[src/rtl/mesh_boot_sequencer.sv]
// -----------------------------------------------------------------------------
// mesh_boot_sequencer
//
// Purpose: brings up the cores of a ROW x COLUMN mesh after power-on. For every
// core enabled in the sampled mask it issues one reset command, waits a
// settle interval, then issues one start command carrying that core's program
// address. The commands drive the mesh configuration port.
//
// Optional build macro: MESH_BOOT_RT_CLEAR_EN
//   When defined, an extra phase before the reset phase walks every route-table
//   entry (PROG=1, data=0, address 0 .. 2^FLOW_BITS-1). When undefined, the
//   route-table ports and parameters are absent and go leads straight to the
//   reset phase.
//
// Ports:
//   clock               in   system clock
//   RST                 in   synchronous, active-low reset
//   go                  in   one-cycle request to start a boot sequence
//   core_mask           in   bit i=1 boots core i; sampled when go is accepted
//   busy                out  sequence in progress
//   done                out  high from completion until the next accepted go
//   cmd_valid           out  a command is presented this cycle
//   operation           out  4'b0011 reset, 4'b1010 start, 4'b0000 NOP
//   ON                  out  mesh enable, sticky once sequencing begins
//   core_ID             out  target core of the current (or last) command
//   core_reset          out  high on reset-phase command cycles
//   start               out  high on start-phase command cycles
//   prog_address        out  (core_ID << ADDR_SHIFT) | BOOT_OFFSET on starts
//   PROG                out  route-table programming strobe (optional)
//   route_table_address out  route-table entry being cleared (optional)
//   route_table_data    out  route-table write data, always 0 (optional)
// -----------------------------------------------------------------------------
module mesh_boot_sequencer #(
    parameter int          ROW           = 4,
    parameter int          COLUMN        = 4,
    parameter int          ADDR_SHIFT    = 16,
    parameter logic [31:0] BOOT_OFFSET   = 32'h10,
    parameter int          SETTLE_CYCLES = 4
`ifdef MESH_BOOT_RT_CLEAR_EN
    ,
    parameter int          FLOW_BITS     = 6,
    parameter int          RT_WIDTH      = 4
`endif
) (
    input  logic                        clock,
    input  logic                        RST,
    input  logic                        go,
    input  logic [ROW*COLUMN-1:0]       core_mask,
    output logic                        busy,
    output logic                        done,
    output logic                        cmd_valid,
    output logic [3:0]                  operation,
    output logic                        ON,
    output logic [((ROW*COLUMN > 1) ? $clog2(ROW*COLUMN) : 1)-1:0] core_ID,
    output logic                        core_reset,
    output logic                        start,
    output logic [31:0]                 prog_address
`ifdef MESH_BOOT_RT_CLEAR_EN
    ,
    output logic                        PROG,
    output logic [FLOW_BITS-1:0]        route_table_address,
    output logic [RT_WIDTH-1:0]         route_table_data
`endif
);

    localparam int NUM_CORES = ROW * COLUMN;
    localparam int ID_BITS   = (NUM_CORES > 1) ? $clog2(NUM_CORES) : 1;
    localparam int SET_W     = (SETTLE_CYCLES > 1) ? $clog2(SETTLE_CYCLES) : 1;

    // The settle counter runs SETTLE_CYCLES-1 .. 0, one visible idle cycle per value.
    localparam logic [SET_W-1:0] SETTLE_LOAD =
        SET_W'((SETTLE_CYCLES > 0) ? (SETTLE_CYCLES - 1) : 0);

    localparam logic [3:0] OP_NOP   = 4'b0000;
    localparam logic [3:0] OP_RESET = 4'b0011;
    localparam logic [3:0] OP_START = 4'b1010;

    typedef enum logic [2:0] {
        S_IDLE,
        S_RT_CLEAR,
        S_RESET_PH,
        S_SETTLE,
        S_START_PH,
        S_DONE
    } state_t;

    state_t                 state_q;
    logic [NUM_CORES-1:0]   mask_q;
    logic [SET_W-1:0]       settle_q;
    logic                   busy_q;
    logic                   done_q;
    logic                   cmd_valid_q;
    logic [3:0]             operation_q;
    logic                   on_q;
    logic [ID_BITS-1:0]     core_id_q;
    logic                   core_reset_q;
    logic                   start_q;
    logic [31:0]            prog_address_q;
`ifdef MESH_BOOT_RT_CLEAR_EN
    logic                   prog_q;
    logic [FLOW_BITS-1:0]   rt_addr_q;
`endif

    // Lowest set bit of a mask: {found, index}.
    function automatic logic [ID_BITS:0] lowest_set(input logic [NUM_CORES-1:0] m);
        logic [ID_BITS:0] r;
        r = '0;
        for (int i = NUM_CORES - 1; i >= 0; i--) begin
            if (m[i]) begin
                r = {1'b1, ID_BITS'(i)};
            end
        end
        return r;
    endfunction

    // Program address in 32 bits; bits shifted past bit 31 are dropped.
    function automatic logic [31:0] start_addr(input logic [ID_BITS-1:0] idx);
        logic [31:0] a;
        a = 32'(idx) << ADDR_SHIFT;
        return a | BOOT_OFFSET;
    endfunction

    // Enabled cores strictly above the one just issued. Picking the lowest of
    // these lets masked-out cores be skipped without spending a cycle on them.
    logic [NUM_CORES-1:0] above_mask;
    generate
        for (genvar gi = 0; gi < NUM_CORES; gi++) begin : g_above
            assign above_mask[gi] = mask_q[gi] && (ID_BITS'(gi) > core_id_q);
        end
    endgenerate

    logic [ID_BITS:0] go_pick;     // first core of the incoming mask
    logic [ID_BITS:0] first_pick;  // first core of the latched mask
    logic [ID_BITS:0] next_pick;   // next core after the current one

    assign go_pick    = lowest_set(core_mask);
    assign first_pick = lowest_set(mask_q);
    assign next_pick  = lowest_set(above_mask);

    always_ff @(posedge clock) begin
        if (!RST) begin
            state_q        <= S_IDLE;
            mask_q         <= '0;
            settle_q       <= '0;
            busy_q         <= 1'b0;
            done_q         <= 1'b0;
            cmd_valid_q    <= 1'b0;
            operation_q    <= OP_NOP;
            on_q           <= 1'b0;
            core_id_q      <= '0;
            core_reset_q   <= 1'b0;
            start_q        <= 1'b0;
            prog_address_q <= '0;
`ifdef MESH_BOOT_RT_CLEAR_EN
            prog_q         <= 1'b0;
            rt_addr_q      <= '0;
`endif
        end else begin
            // Command outputs are single-cycle; core_id_q deliberately holds.
            cmd_valid_q    <= 1'b0;
            operation_q    <= OP_NOP;
            core_reset_q   <= 1'b0;
            start_q        <= 1'b0;
            prog_address_q <= '0;

            case (state_q)
                S_IDLE, S_DONE: begin
                    if (go) begin
                        mask_q <= core_mask;
                        busy_q <= 1'b1;
                        done_q <= 1'b0;
                        on_q   <= 1'b1;
`ifdef MESH_BOOT_RT_CLEAR_EN
                        state_q   <= S_RT_CLEAR;
                        prog_q    <= 1'b1;
                        rt_addr_q <= '0;
`else
                        // Search the incoming mask so the first command
                        // appears the cycle after go.
                        if (go_pick[ID_BITS]) begin
                            state_q      <= S_RESET_PH;
                            cmd_valid_q  <= 1'b1;
                            operation_q  <= OP_RESET;
                            core_reset_q <= 1'b1;
                            core_id_q    <= go_pick[ID_BITS-1:0];
                        end else if (SETTLE_CYCLES != 0) begin
                            state_q  <= S_SETTLE;
                            settle_q <= SETTLE_LOAD;
                        end else begin
                            state_q <= S_DONE;
                            busy_q  <= 1'b0;
                            done_q  <= 1'b1;
                        end
`endif
                    end
                end

`ifdef MESH_BOOT_RT_CLEAR_EN
                S_RT_CLEAR: begin
                    if (rt_addr_q == '1) begin
                        prog_q    <= 1'b0;
                        rt_addr_q <= '0;
                        if (first_pick[ID_BITS]) begin
                            state_q      <= S_RESET_PH;
                            cmd_valid_q  <= 1'b1;
                            operation_q  <= OP_RESET;
                            core_reset_q <= 1'b1;
                            core_id_q    <= first_pick[ID_BITS-1:0];
                        end else if (SETTLE_CYCLES != 0) begin
                            state_q  <= S_SETTLE;
                            settle_q <= SETTLE_LOAD;
                        end else begin
                            state_q <= S_DONE;
                            busy_q  <= 1'b0;
                            done_q  <= 1'b1;
                        end
                    end else begin
                        rt_addr_q <= rt_addr_q + FLOW_BITS'(1);
                    end
                end
`endif

                S_RESET_PH: begin
                    if (next_pick[ID_BITS]) begin
                        cmd_valid_q  <= 1'b1;
                        operation_q  <= OP_RESET;
                        core_reset_q <= 1'b1;
                        core_id_q    <= next_pick[ID_BITS-1:0];
                    end else if (SETTLE_CYCLES != 0) begin
                        state_q  <= S_SETTLE;
                        settle_q <= SETTLE_LOAD;
                    end else if (first_pick[ID_BITS]) begin
                        // No settle interval: first start follows the last reset.
                        state_q        <= S_START_PH;
                        cmd_valid_q    <= 1'b1;
                        operation_q    <= OP_START;
                        start_q        <= 1'b1;
                        core_id_q      <= first_pick[ID_BITS-1:0];
                        prog_address_q <= start_addr(first_pick[ID_BITS-1:0]);
                    end else begin
                        state_q <= S_DONE;
                        busy_q  <= 1'b0;
                        done_q  <= 1'b1;
                    end
                end

                S_SETTLE: begin
                    if (settle_q == '0) begin
                        if (first_pick[ID_BITS]) begin
                            state_q        <= S_START_PH;
                            cmd_valid_q    <= 1'b1;
                            operation_q    <= OP_START;
                            start_q        <= 1'b1;
                            core_id_q      <= first_pick[ID_BITS-1:0];
                            prog_address_q <= start_addr(first_pick[ID_BITS-1:0]);
                        end else begin
                            state_q <= S_DONE;
                            busy_q  <= 1'b0;
                            done_q  <= 1'b1;
                        end
                    end else begin
                        settle_q <= settle_q - SET_W'(1);
                    end
                end

                S_START_PH: begin
                    if (next_pick[ID_BITS]) begin
                        cmd_valid_q    <= 1'b1;
                        operation_q    <= OP_START;
                        start_q        <= 1'b1;
                        core_id_q      <= next_pick[ID_BITS-1:0];
                        prog_address_q <= start_addr(next_pick[ID_BITS-1:0]);
                    end else begin
                        state_q <= S_DONE;
                        busy_q  <= 1'b0;
                        done_q  <= 1'b1;
                    end
                end

                default: begin
                    state_q <= S_IDLE;
                    busy_q  <= 1'b0;
                end
            endcase
        end
    end

    assign busy         = busy_q;
    assign done         = done_q;
    assign cmd_valid    = cmd_valid_q;
    assign operation    = operation_q;
    assign ON           = on_q;
    assign core_ID      = core_id_q;
    assign core_reset   = core_reset_q;
    assign start        = start_q;
    assign prog_address = prog_address_q;
`ifdef MESH_BOOT_RT_CLEAR_EN
    assign PROG                = prog_q;
    assign route_table_address = rt_addr_q;
    assign route_table_data    = '0;
`endif

endmodule

[config.mk]
export PLATFORM = sky130hd
export DESIGN_NAME = mesh_boot_sequencer
export DESIGN_NICKNAME = d
export VERILOG_FILES = /design/src/rtl/mesh_boot_sequencer.sv
export SDC_FILE = /design/constraint.sdc
export NUM_CORES = 1
export LEC_CHECK = 0
export BUFFER_PORTS_ARGS = -buffer_cell sky130_fd_sc_hd__buf_2
export CAP_MARGIN = 25
export CORE_ASPECT_RATIO = 0.9
export CORE_MARGIN = 2
export CORE_UTILIZATION = 25
export CTS_BUF_LIST = sky130_fd_sc_hd__clkbuf_8
export CTS_CLUSTER_SIZE = 28
export DETAILED_ROUTE_END_ITERATION = 8
export PLACE_DENSITY = 0.48
export REMOVE_ABC_BUFFERS = 1
export SKIP_CTS_REPAIR_TIMING = 1
export SKIP_LAST_GASP = 1
export SYNTH_ARGS = -nofsm -noshare
export SYNTH_HDL_FRONTEND = slang
export SYNTH_SLANG_ARGS = --single-unit
[constraint.sdc]
create_clock -name clock -period 2.9 [get_ports clock]
set_input_delay 0.87 -clock clock [delete_from_list [all_inputs] [get_ports clock]]
set_output_delay 0.87 -clock clock [all_outputs]
set_load 0.1 [all_outputs]
* After elaboration in Yosys (flattened, before gate mapping)
Index checks and enable logic that the tools add are counted.
Cells by class: $add $sub $neg 1, $lt $le $gt $ge 16, equality and inequality tests 14, mux-type cells 95, bitwise gates (word level) 1, reduce and logical (&&, ||, !) cells 29
Operators by type and width (number):
- 2-to-1 mux 5 bit | 48
- 2-to-1 mux 20 bit | 3
- one-hot mux 20 bit (2 select lines) | 1
- > comparator 4 bit, first input constant | 8
- 2-to-1 mux 4 bit | 8
- inequality test 2 bit, second input constant | 9
- > comparator 3 x 4 -> 1 bit, first input constant | 4
- logical AND 1 bit | 16
- one-hot mux 4 bit (4 select lines) | 1
- 2-to-1 mux 1 bit | 15
- AND reduction 5 bit | 3
- 2-to-1 mux 2 bit | 7
- 2-to-1 mux 3 bit | 4
- one-hot mux 3 bit (4 select lines) | 1
- one-hot mux 4 bit (3 select lines) | 1
- nonzero test 3 bit | 3
- > comparator 1 x 4 -> 1 bit, first input constant | 2
- > comparator 2 x 4 -> 1 bit, first input constant | 2
- equality test 3 x 2 -> 1 bit, second input constant | 2
- equality test 3 bit, second input constant | 2
- one-hot mux 1 bit (3 select lines) | 2
- one-hot mux 2 bit (3 select lines) | 1
- AND reduction 6 bit | 1
- one-hot mux 1 bit (2 select lines) | 2
- 9 further kinds | 10
Storage, ports and cells: register bits after elaboration 67, input bits 19, output and inout bits 46

* Longest topological paths before layout
Gate-level depths: netlist of run 1.
depth after elaboration 20, mapped depth 9, mapped depth without buffers 8

* Worst setup path after synthesis of run 1
No wires, ideal clock.
path kind reg2reg, from register core_id_q[3], in the netlist core_ID[3], to register cmd_valid_q, in the netlist cmd_valid, setup time 123 ps, arrival time 2667 ps, data required time 2777 ps, path slack 110 ps, cell stages (with the launch flop) 8, buffers on the path 1, path through dfxtp_1 -> buf_2 -> nand2_1 -> o22ai_1 -> nor4b_2 -> a21boi_2 -> o2111a_1 -> or2_2
Between the ends: cells in the longest elaborated chain, start to end 20, elaborated cells on any way between the ends 50, classes of those cells order compare (16); mux (18); reduce/logical (16)
RTL lines:
- start, declared | RTL line 95 | logic [ID_BITS-1:0] core_id_q;
- start signal, assigned | RTL line 185 | core_id_q <= go_pick[ID_BITS-1:0];
- start signal, assigned | RTL line 228 | core_id_q <= next_pick[ID_BITS-1:0];
- start signal, assigned | RTL line 238 | core_id_q <= first_pick[ID_BITS-1:0];
- > comparator 4 bit | RTL line 128 | assign above_mask[gi] = mask_q[gi] && (ID_BITS'(gi) > core_id_q);
- logical AND 1 bit | RTL line 128
- 2-to-1 mux 5 bit (15 in a row) | RTL line 109 | if (m[i]) begin
- 2-to-1 mux 5 bit (*) | RTL line 109
- 2-to-1 mux 1 bit (*) | RTL line 267 | if (next_pick[ID_BITS]) begin
- one-hot mux 1 bit (3 select lines) (*) | RTL line 166 | case (state_q)
- end signal, assigned | RTL line 160 | cmd_valid_q <= 1'b0;
- end signal, assigned | RTL line 182 | cmd_valid_q <= 1'b1;
- end signal, assigned | RTL line 268 | cmd_valid_q <= 1'b1;
- end, declared | RTL line 92 | logic cmd_valid_q;
Every way passes the cells marked *; elsewhere a longest branch is shown, timed or not. A chain may end at the register's enable or synchronous reset.

* Final worst setup path of run 1
from input port core_mask[0], to register core_id_q[3], in the netlist core_ID[3]
Between the ends: cells in the longest elaborated chain, start to end 4, elaborated cells on any way between the ends 6, classes of those cells eq/ne (1); mux (4); reduce/logical (1)
RTL lines:
- start, declared | RTL line 48 | input logic [ROW*COLUMN-1:0] core_mask,
- 2-to-1 mux 5 bit (*) | RTL line 109
- 2-to-1 mux 4 bit | RTL line 180 | if (go_pick[ID_BITS]) begin
- 2-to-1 mux 4 bit | RTL line 168 | if (go) begin
- one-hot mux 4 bit (3 select lines) | RTL line 166
Every way passes the cells marked *; elsewhere a longest branch is shown, timed or not. The select of a mux whose other input is x is not followed.

==> results_dict.tcl, run 1 <==
set metrics [dict create \
    status "completed" \
    required_ns 3.10 \
    tightest_slew_ns 0.799 \
    timing.final.hold_violations 0 \
    wirelength_mm 7.68 \
    ir_drop_mv 0.332 \
    antenna_found_initial 0 \
    grt_pass1_vias 2377 \
    clockBufferDepth 2 \
    cp-endpoint "core_ID[3]" \
    fmax_mhz 390 \
    grt_max_degree 24 \
    fin_crit_sh_pct 88.5 \
    clock_latency_ns 0.29 \
    drv_slew 0 \
    nNetsFinal 422 \
    end_kind "flop" \
    period_needed_ns 2.57 \
    ys.flop_type "dfxtp_1" \
    timing.final.ws_setup_ns 0.333 \
    die_area_um2 11600 \
    ys_seq_area_share_pct 28.3 \
    path_clk_slew_ns 0.08 \
    ys_warn_count 0 \
    reg2reg_from "core_ID[1]" \
    gr-total-overflow 0 \
    fp.dieH_um 102 \
    rsz0062_at_grt "no" \
    vias 2698 \
    start_util_pct 26.0 \
    h-tree-depth 2 \
    die_x_um 113 \
    layout_commonest_cell "nand2_1" \
    clkSinkCount 38 \
    synth_area_per_cell_um2 7.38 \
    dp_hpwl_mm 5.95 \
    syn2layout_area_growth_pct 15.1 \
    min-delay-start "ON" \
    hold_path_class "flop to flop" \
    final.setup.tns_ns 0 \
    post-place-ws_ns 0.0138 \
    dr.first_iter.drc_count 125 \
    synth_cells 364 \
    wl_per_cell_um 14.4 \
    cp_max_fo 5 \
    detail-route-antenna-nets 0 \
    rows 35 \
    place_congestion 0.888 \
    coreArea_um2 10300 \
    tritoncts "done" \
    dr.pass1.iters 4 \
    r2r_slack_ns 0.37 \
    io_buffers 36 \
    cts_made_buffers 5 \
    drv_cap 0 \
    route.detailed.drc 0 \
    setup_violations 0 \
    r2r_end "core_ID[3]" \
    ys_async_sr_fraction_pct 0 \
    critical_path.startpoint "core_mask[0]" \
    drive_above_1_share_pct 19.1 \
    synth_edf_count 0 \
    arrival_ns 2.77 \
    ys_types 67 \
    relSlewSlack_pct 46.7 \
    ff2ff_path_depth 6 \
    power_leakage_nw 1.24 \
    critPathLaunchType "input port" \
    clock_skew_ns 0.00841 \
    hold_ws_ns 0.475 \
    cts-root-buf "clkbuf_8" \
    p_per_area_nw_per_um2 892 \
    post_drt_via_cell_ratio 5.07 \
    io_pins 65 \
    mostFrequentLayoutCells "nand2_1, dfxtp_1, a21oi_1, buf_2, nor2_1" \
    fillers 1150 \
    whs_path_depth 2 \
    netlist_area_um2 2690 \
    critPathKind "input port to flop" \
    ys_ff_latch 38 \
    antennaDiodeCount 0 \
    grt.total_usage_pct 13.6 \
    grt_pass1_wl_mm 12.6 \
]
[worst min-delay path by stage]
stage / endpoint
6_report: ON
3_5_place_dp: ON
2_1_floorplan: mask_q[14]
3_3_place_gp: ON
5_1_grt: ON
4_1_cts: ON
[flip-flops by register name, summed over array words and instances, names as in the netlist, 2 cells and up]
name	count
settle_q	2
prog_address	5
state_q	3
mask_q	16
operation	3
core_ID	4
[synthesized netlist by cell type (2+ instances only)]
master	count	area share (%)
and3_1	3	0.70
nor2_1	30	4.2
buf_4	29	8.1
nor4_1	6	1.4
nand2_1	48	6.7
or4_1	2	0.56
buf_1	2	0.28
o21a_1	5	1.4
o31ai_1	5	1.4
or2_2	5	1.2
buf_2	5	0.93
a211oi_1	6	1.7
a21oi_1	37	6.9
nor3_1	11	2.0
or4_4	3	1.3
a31oi_1	4	0.93
o2111a_1	2	0.84
a221oi_1	2	0.65
a311oi_1	5	1.6
a41oi_1	2	0.65
o21ai_0	10	1.9
clkbuf_1	12	1.7
inv_1	11	1.5
nand2b_1	15	3.5
nand3_1	7	1.3
o311a_1	3	1.1
mux2i_1	2	0.74
a2111oi_0	2	0.65
nand3b_1	2	0.56
dfxtp_1	38	28
a21o_1	2	0.56
a22oi_1	2	0.56
and2_1	2	0.47
nor3b_1	2	0.56
o211ai_1	2	0.56
o21bai_1	3	0.84
nor2b_1	7	1.6
[power breakdown]
part	internal (mW)	total [mW]	switching, mW
sequential	0.613	0.798	0.185
combinational	0.421	1.42	0.994
clock	0.345	0.546	0.201
[layout make-up]
type                    count  area [um^2]  share of cell area (%)
multi-input cells         294         1690                    54.7
flip-flops and latches     38          761                    24.6
repair buffers             52          300                    9.71
well taps                 129          161                    5.22
clock buffers               5         68.8                    2.22
clock inverters             3         68.8                    2.22
inverters                  11         41.3                    1.33
[worst max-delay path, stage by stage]
cell and delay, ns:
buf_2 0.11, or4_1 0.60, nor4_2 0.29, nor2_1 0.10, or2_4 0.28, or2_1 0.28
a311oi_1 0.23
[routing by layer]
layer	global-route usage (%)	part of all wire [%]
met3	2.08	5.2
met4	2.81	0.74
met2	20.4	44
met1	20.5	50
met5	0	0
[per-stage QoR]
step,instances,instance area (um^2),power (mW),util [%]
4_1_cts,532,3090,2.77,29.9
3_5_place_dp,524,2960,2.22,28.6
3_3_place_gp,524,2960,2.22,28.6
6_report,532,3090,2.76,29.9
2_1_floorplan,343,2490,1.88,-
5_1_grt,532,3090,2.95,29.9
[cells by family (layout without fill, tap and decap cells)]
logic type | after synthesis | in the layout | share of synthesized area, %
and+or+nand+nor | 152 | 152 | 29.1
DFF | 38 | 38 | 28.3
buffers and inverters | 59 | 71 | 12.5
adders and majority gates | 2 | 2 | 0.884
muxes | 2 | 2 | 0.745
AOI/OAI and AO/OA | 110 | 110 | 28.3
other | 1 | 28 | 0.140
No activity file was read; power rests on OpenSTA's default activity.
==> inputs of run 2 (changes only) <==
- ABC_AREA: default -> 1
- PLACE_DENSITY: 0.48 -> 0.49
==> results_dict.tcl, run 2 <==
set metrics [dict create \
    status "completed" \
    grt_pass1_vias 2250 \
    dr.pass1.iters 4 \
    rsz0062_at_grt "no" \
    p_switching_mw 1.94 \
    antenna_found_initial 0 \
    route.detailed.drc 0 \
    arrival_ns 1.38 \
    clkSinkCount 38 \
    synth.top_cell.area_share_pct 31.0 \
    detail-route-antenna-nets 0 \
    cp_max_fo 9 \
    syn2layout_area_growth_pct 14.1 \
    min-delay-start "done" \
    p_int_mw 1.52 \
    relSlewSlack_pct 57.1 \
    dp_hpwl_mm 5.11 \
    regMostFlops "mask_q" \
    fp.dieH_um 98.0 \
    ys_ff_latch 38 \
    synth_area_leaders "dfxtp_1, nand2_1, buf_4" \
    die_area_um2 10600 \
    cpLargestDelayFamily "flip-flops" \
    ys.flop_type "dfxtp_1" \
    tritoncts "done" \
    rows 34 \
    grt_pass1_wl_mm 10.8 \
    h-tree-depth 2 \
    end_kind "output port" \
    reg2reg_from "core_ID[3]" \
    p_seq_share_pct 24.2 \
    drv_slew 0 \
    ys_warn_count 0 \
    post_drt_via_cell_ratio 4.37 \
    path_clk_slew_ns 0.08 \
    largest_reg_flops 16 \
    fin_crit_sh_pct 77.5 \
    antennaDiodeCount 0 \
    ys_types 34 \
    critPathKind "flop to output port" \
    clock_skew_ns 0.00481 \
    io_buffers 36 \
    synth_edf_count 0 \
    layout_commonest_cell "nand2_1" \
    required_ns 2.03 \
    timing.final.hold_violations 0 \
    dr.first_iter.drc_count 119 \
    ys_seq_area_share_pct 31.0 \
    tightest_slew_ns 0.637 \
    synth_top_area_cell "dfxtp_1" \
    crit_path_max_incr_delay_ns 0.57 \
    place_congestion 0.839 \
    worstPathBufferInverterCount 1 \
    grt_max_degree 31 \
    cp_cell_sequence "buf_2" \
    clockBufferDepth 2 \
    start_util_pct 25.5 \
    cp_slowest_cell "dfxtp_1" \
    combinationalPowerShare_pct 59.9 \
    synth_most_common_cell "nand2_1" \
    synth_area_per_cell_um2 6.46 \
    hold_path_class "flop to flop" \
    critPathLaunchType "flop" \
    critical_path.startpoint "core_ID[3]" \
    setup_violations 0 \
    synth_cells 380 \
    final.setup.tns_ns 0 \
    vias 2371 \
    fillers 1086 \
    ys_async_sr_fraction_pct 0 \
    synth_common_cells "nand2_1, inv_1, dfxtp_1, nor2_1" \
    drive_above_1_share_pct 17.7 \
    coreArea_um2 9610 \
    gr-total-overflow 0 \
    seq_area_um2 761 \
    grt.total_usage_pct 12.8 \
    period_needed_ns 2.25 \
    p_sw_share_pct 56.0 \
    multi_input_area_um2 1320 \
    total_power_mw 3.46 \
    wirelength_mm 6.48 \
    nNetsFinal 436 \
    die_x_um 108 \
    netlist_area_um2 2460 \
    wl_per_cell_um 11.9 \
    drv_cap 0 \
    io_pins 65 \
    clock_latency_ns 0.29 \
    fmax_mhz 445 \
    cts-root-buf "clkbuf_8" \
    p_per_area_nw_per_um2 1230 \
    mostFrequentLayoutCells "nand2_1, inv_1, dfxtp_1, nor2_1, buf_2" \
    clock_power_share_pct 16.0 \
    cts_made_buffers 5 \
    power_leakage_nw 1.38 \
    ir_drop_mv 0.355 \
]
run 2: final timing paths:
path                end  slack [ns]  depth (start not counted)
min                done        0.47                          2
max          core_ID[3]        0.65                          1
max reg2reg  core_ID[3]        0.72                         11
min reg2reg        done        0.47                          2
run 2: cells by family after synthesis:
group / after synthesis / share of synthesized area, %
other: 1 / 0.153
flip-flops: 38 / 31.0
AO/OA/AOI/OAI: 78 / 19.3
adder cells (fa/ha/maj): 1 / 0.509
buffers and inverters: 98 / 19.6
AND/OR/NAND/NOR: 164 / 29.5
run 2: metrics by stage:
stage / worst slack [ns] / instances / utilization [%] / hold WS, ns / instance area, um^2
2_1_floorplan: 0.362 / 371 / - / 0.431 / 2310
3_3_place_gp: 0.465 / 535 / 27.7 / 0.449 / 2670
3_5_place_dp: 0.412 / 535 / 27.7 / 0.454 / 2670
4_1_cts: 0.651 / 543 / 29.2 / 0.471 / 2800
5_1_grt: 0.481 / 543 / 29.2 / 0.505 / 2800
6_report: 0.652 / 543 / 29.2 / 0.467 / 2800
run 2: layer usage:
layer	wire length (um)	share of wire, %	global-route usage [%]
met5	0	0	0
met4	113	1.7	4.83
met3	363	5.6	2.34
met2	2880	44	20.4
met1	3130	48	17.0
run 2: power by group through the flow:
stage / Combinational (mW) / Sequential, mW / Clock (mW)
after CTS: 2.08 / 0.839 / 0.566
after floorplan: 1.20 / 1.32 / 0
final: 2.07 / 0.837 / 0.552
after global placement: 2.06 / 0.847 / 0
after global routing: 2.28 / 0.864 / 0.585
after detailed placement: 2.07 / 0.850 / 0
run 2: final cells by class:
class                   count  share of cell area [%]
clock buffers               5                    2.46
clock inverters             3                    2.46
multi-input cells         271                    47.1
inverters                  62                    8.30
flip-flops and latches     38                    27.1
well taps                 126                    5.62
repair buffers             38                    6.96
==> inputs of run 3 (changes only) <==
- PLACE_DENSITY: 0.49 -> 0.5
- clock period: 2.9 -> 2 ns (I/O delays scaled with it)
==> results_dict.tcl, run 3 (synthesis results as in run 2) <==
set metrics [dict create \
    wirelength_mm 6.68 \
    fmax_mhz 504 \
    dp_hpwl_mm 5.28 \
    power_leakage_nw 1.61 \
    status "completed" \
    regMostFlops "mask_q" \
    required_ns 2.17 \
    grt_pass1_vias 2337 \
    die_area_um2 10600 \
    arrival_ns 2.15 \
    rows 34 \
    total_power_mw 5.52 \
    dr.pass1.iters 4 \
    rsz0062_at_grt "yes" \
    clkSinkCount 38 \
    timing.final.hold_violations 0 \
    h-tree-depth 2 \
    antenna_found_initial 0 \
    clock_skew_ns 0.00404 \
    syn2layout_area_growth_pct 31.0 \
    fillers 1071 \
    grt_max_degree 31 \
    drv_slew 0 \
    nNetsFinal 478 \
    p_per_area_nw_per_um2 1710 \
    place_congestion 0.894 \
    wl_per_cell_um 11.4 \
    detail-route-antenna-nets 0 \
    final_util_pct 33.5 \
    period_needed_ns 1.98 \
    critPathKind "flop to flop" \
    antennaDiodeCount 0 \
    mostFrequentLayoutCells "nand2_1, inv_1, buf_4, buf_2, dfxtp_1" \
    route.detailed.drc 0 \
    stdcell_count 585 \
    hold_path_class "flop to flop" \
    relSlewSlack_pct 66.4 \
    post-place-ws_ns -0.150 \
    coreArea_um2 9610 \
    post_drt_via_cell_ratio 4.30 \
    end_kind "flop" \
    largest_reg_flops 16 \
    cts-root-buf "clkbuf_8" \
    io_buffers 36 \
    multi_input_area_um2 1370 \
    clockBufferDepth 2 \
    timing.final.ws_setup_ns 0.0177 \
    io_pins 65 \
    tightest_slew_ns 0.501 \
    cts_made_buffers 5 \
    drive_above_1_share_pct 27.7 \
    seq_area_um2 773 \
    ir_drop_mv 0.614 \
    drv_cap 0 \
    fp.dieH_um 98.0 \
    layout_commonest_cell "nand2_1" \
    dp_cells 571 \
    tritoncts "done" \
    gr-total-overflow 0 \
    path_clk_slew_ns 0.08 \
    vias 2513 \
    die_x_um 108 \
    setup_violations 0 \
    dr.first_iter.drc_count 131 \
    start_util_pct 25.5 \
    fin_crit_sh_pct 99.1 \
    grt_pass1_wl_mm 10.9 \
    critPathLaunchType "flop" \
    clock_latency_ns 0.30 \
    cp_max_fo 6 \
    grt.total_usage_pct 12.7 \
]
[run 3: changes by cell type in the layout (fill, tap and decap cells not counted), moves of 2 or more]
cell     change
o21ai_0      -2
nor2_1       -3
buf_4       +39
nor2_4       +2
dfxtp_4      +3
buf_12       +3
dfxtp_1      -4
nand2_4      +2
o21ai_1      +2
[run 3: worst paths after layout]
check                    from           to  slack (ns)  cells after the start
setup / recovery   core_ID[1]   core_ID[3]        0.02                     12
hold / removal    settle_q[0]  settle_q[0]        0.46                      1
setup reg to reg   core_ID[1]   core_ID[3]        0.02                     12
hold reg to reg   settle_q[0]  settle_q[0]        0.46                      1
[run 3: where the power goes]
part / leakage, nW / internal (mW) / total [mW] / switching (mW)
Clock: 0.0683 / 0.500 / 0.794 / 0.294
Sequential: 0.316 / 1.01 / 1.21 / 0.201
Combinational: 1.23 / 1.05 / 3.51 / 2.46
Total: 1.61 / 2.56 / 5.52 / 2.95
[run 3: per-stage QoR]
stage / hold slack [ns] / area [um^2] / TNS (ns)
CTS: 0.465 / 3110 / -0.277
finish: 0.464 / 3220 / 0
floorplan: 0.431 / 2310 / -9.32
global route: 0.486 / 3220 / -0.733
detailed placement: 0.454 / 2980 / -1.03
global placement: 0.443 / 2980 / -0.887
[run 3: cell type report]
class                           count  area share [%]
Timing Repair Buffer               79            16.9
Clock buffer                        5            2.14
Clock inverter                      3            2.14
Multi-Input combinational cell    272            42.5
Tap cell                          126            4.90
Inverter                           62            7.39
Sequential cell                    38            24.0
[run 3: critical path, stage by stage (launching register included)]
cell and delay (ns):
dfxtp_4 0.41, nand2_4 0.07, buf_4 0.13, o211ai_2 0.14, nand2_1 0.10, nor2_2 0.13, nand2_2 0.08, nor2_4 0.15
inv_2 0.07, a21oi_4 0.21, nand2_4 0.09, o21ai_0 0.19, a31oi_1 0.08
[run 3: per-layer routing]
metal,vias up,share of wire (%),wire length [um],GRT usage (%)
li1,1325,-,-,-
met1,1108,48,3190,18.0
met2,70,44,2950,19.4
met3,10,6.2,415,2.27
met4,0,1.8,121,4.24
met5,-,0,0,0
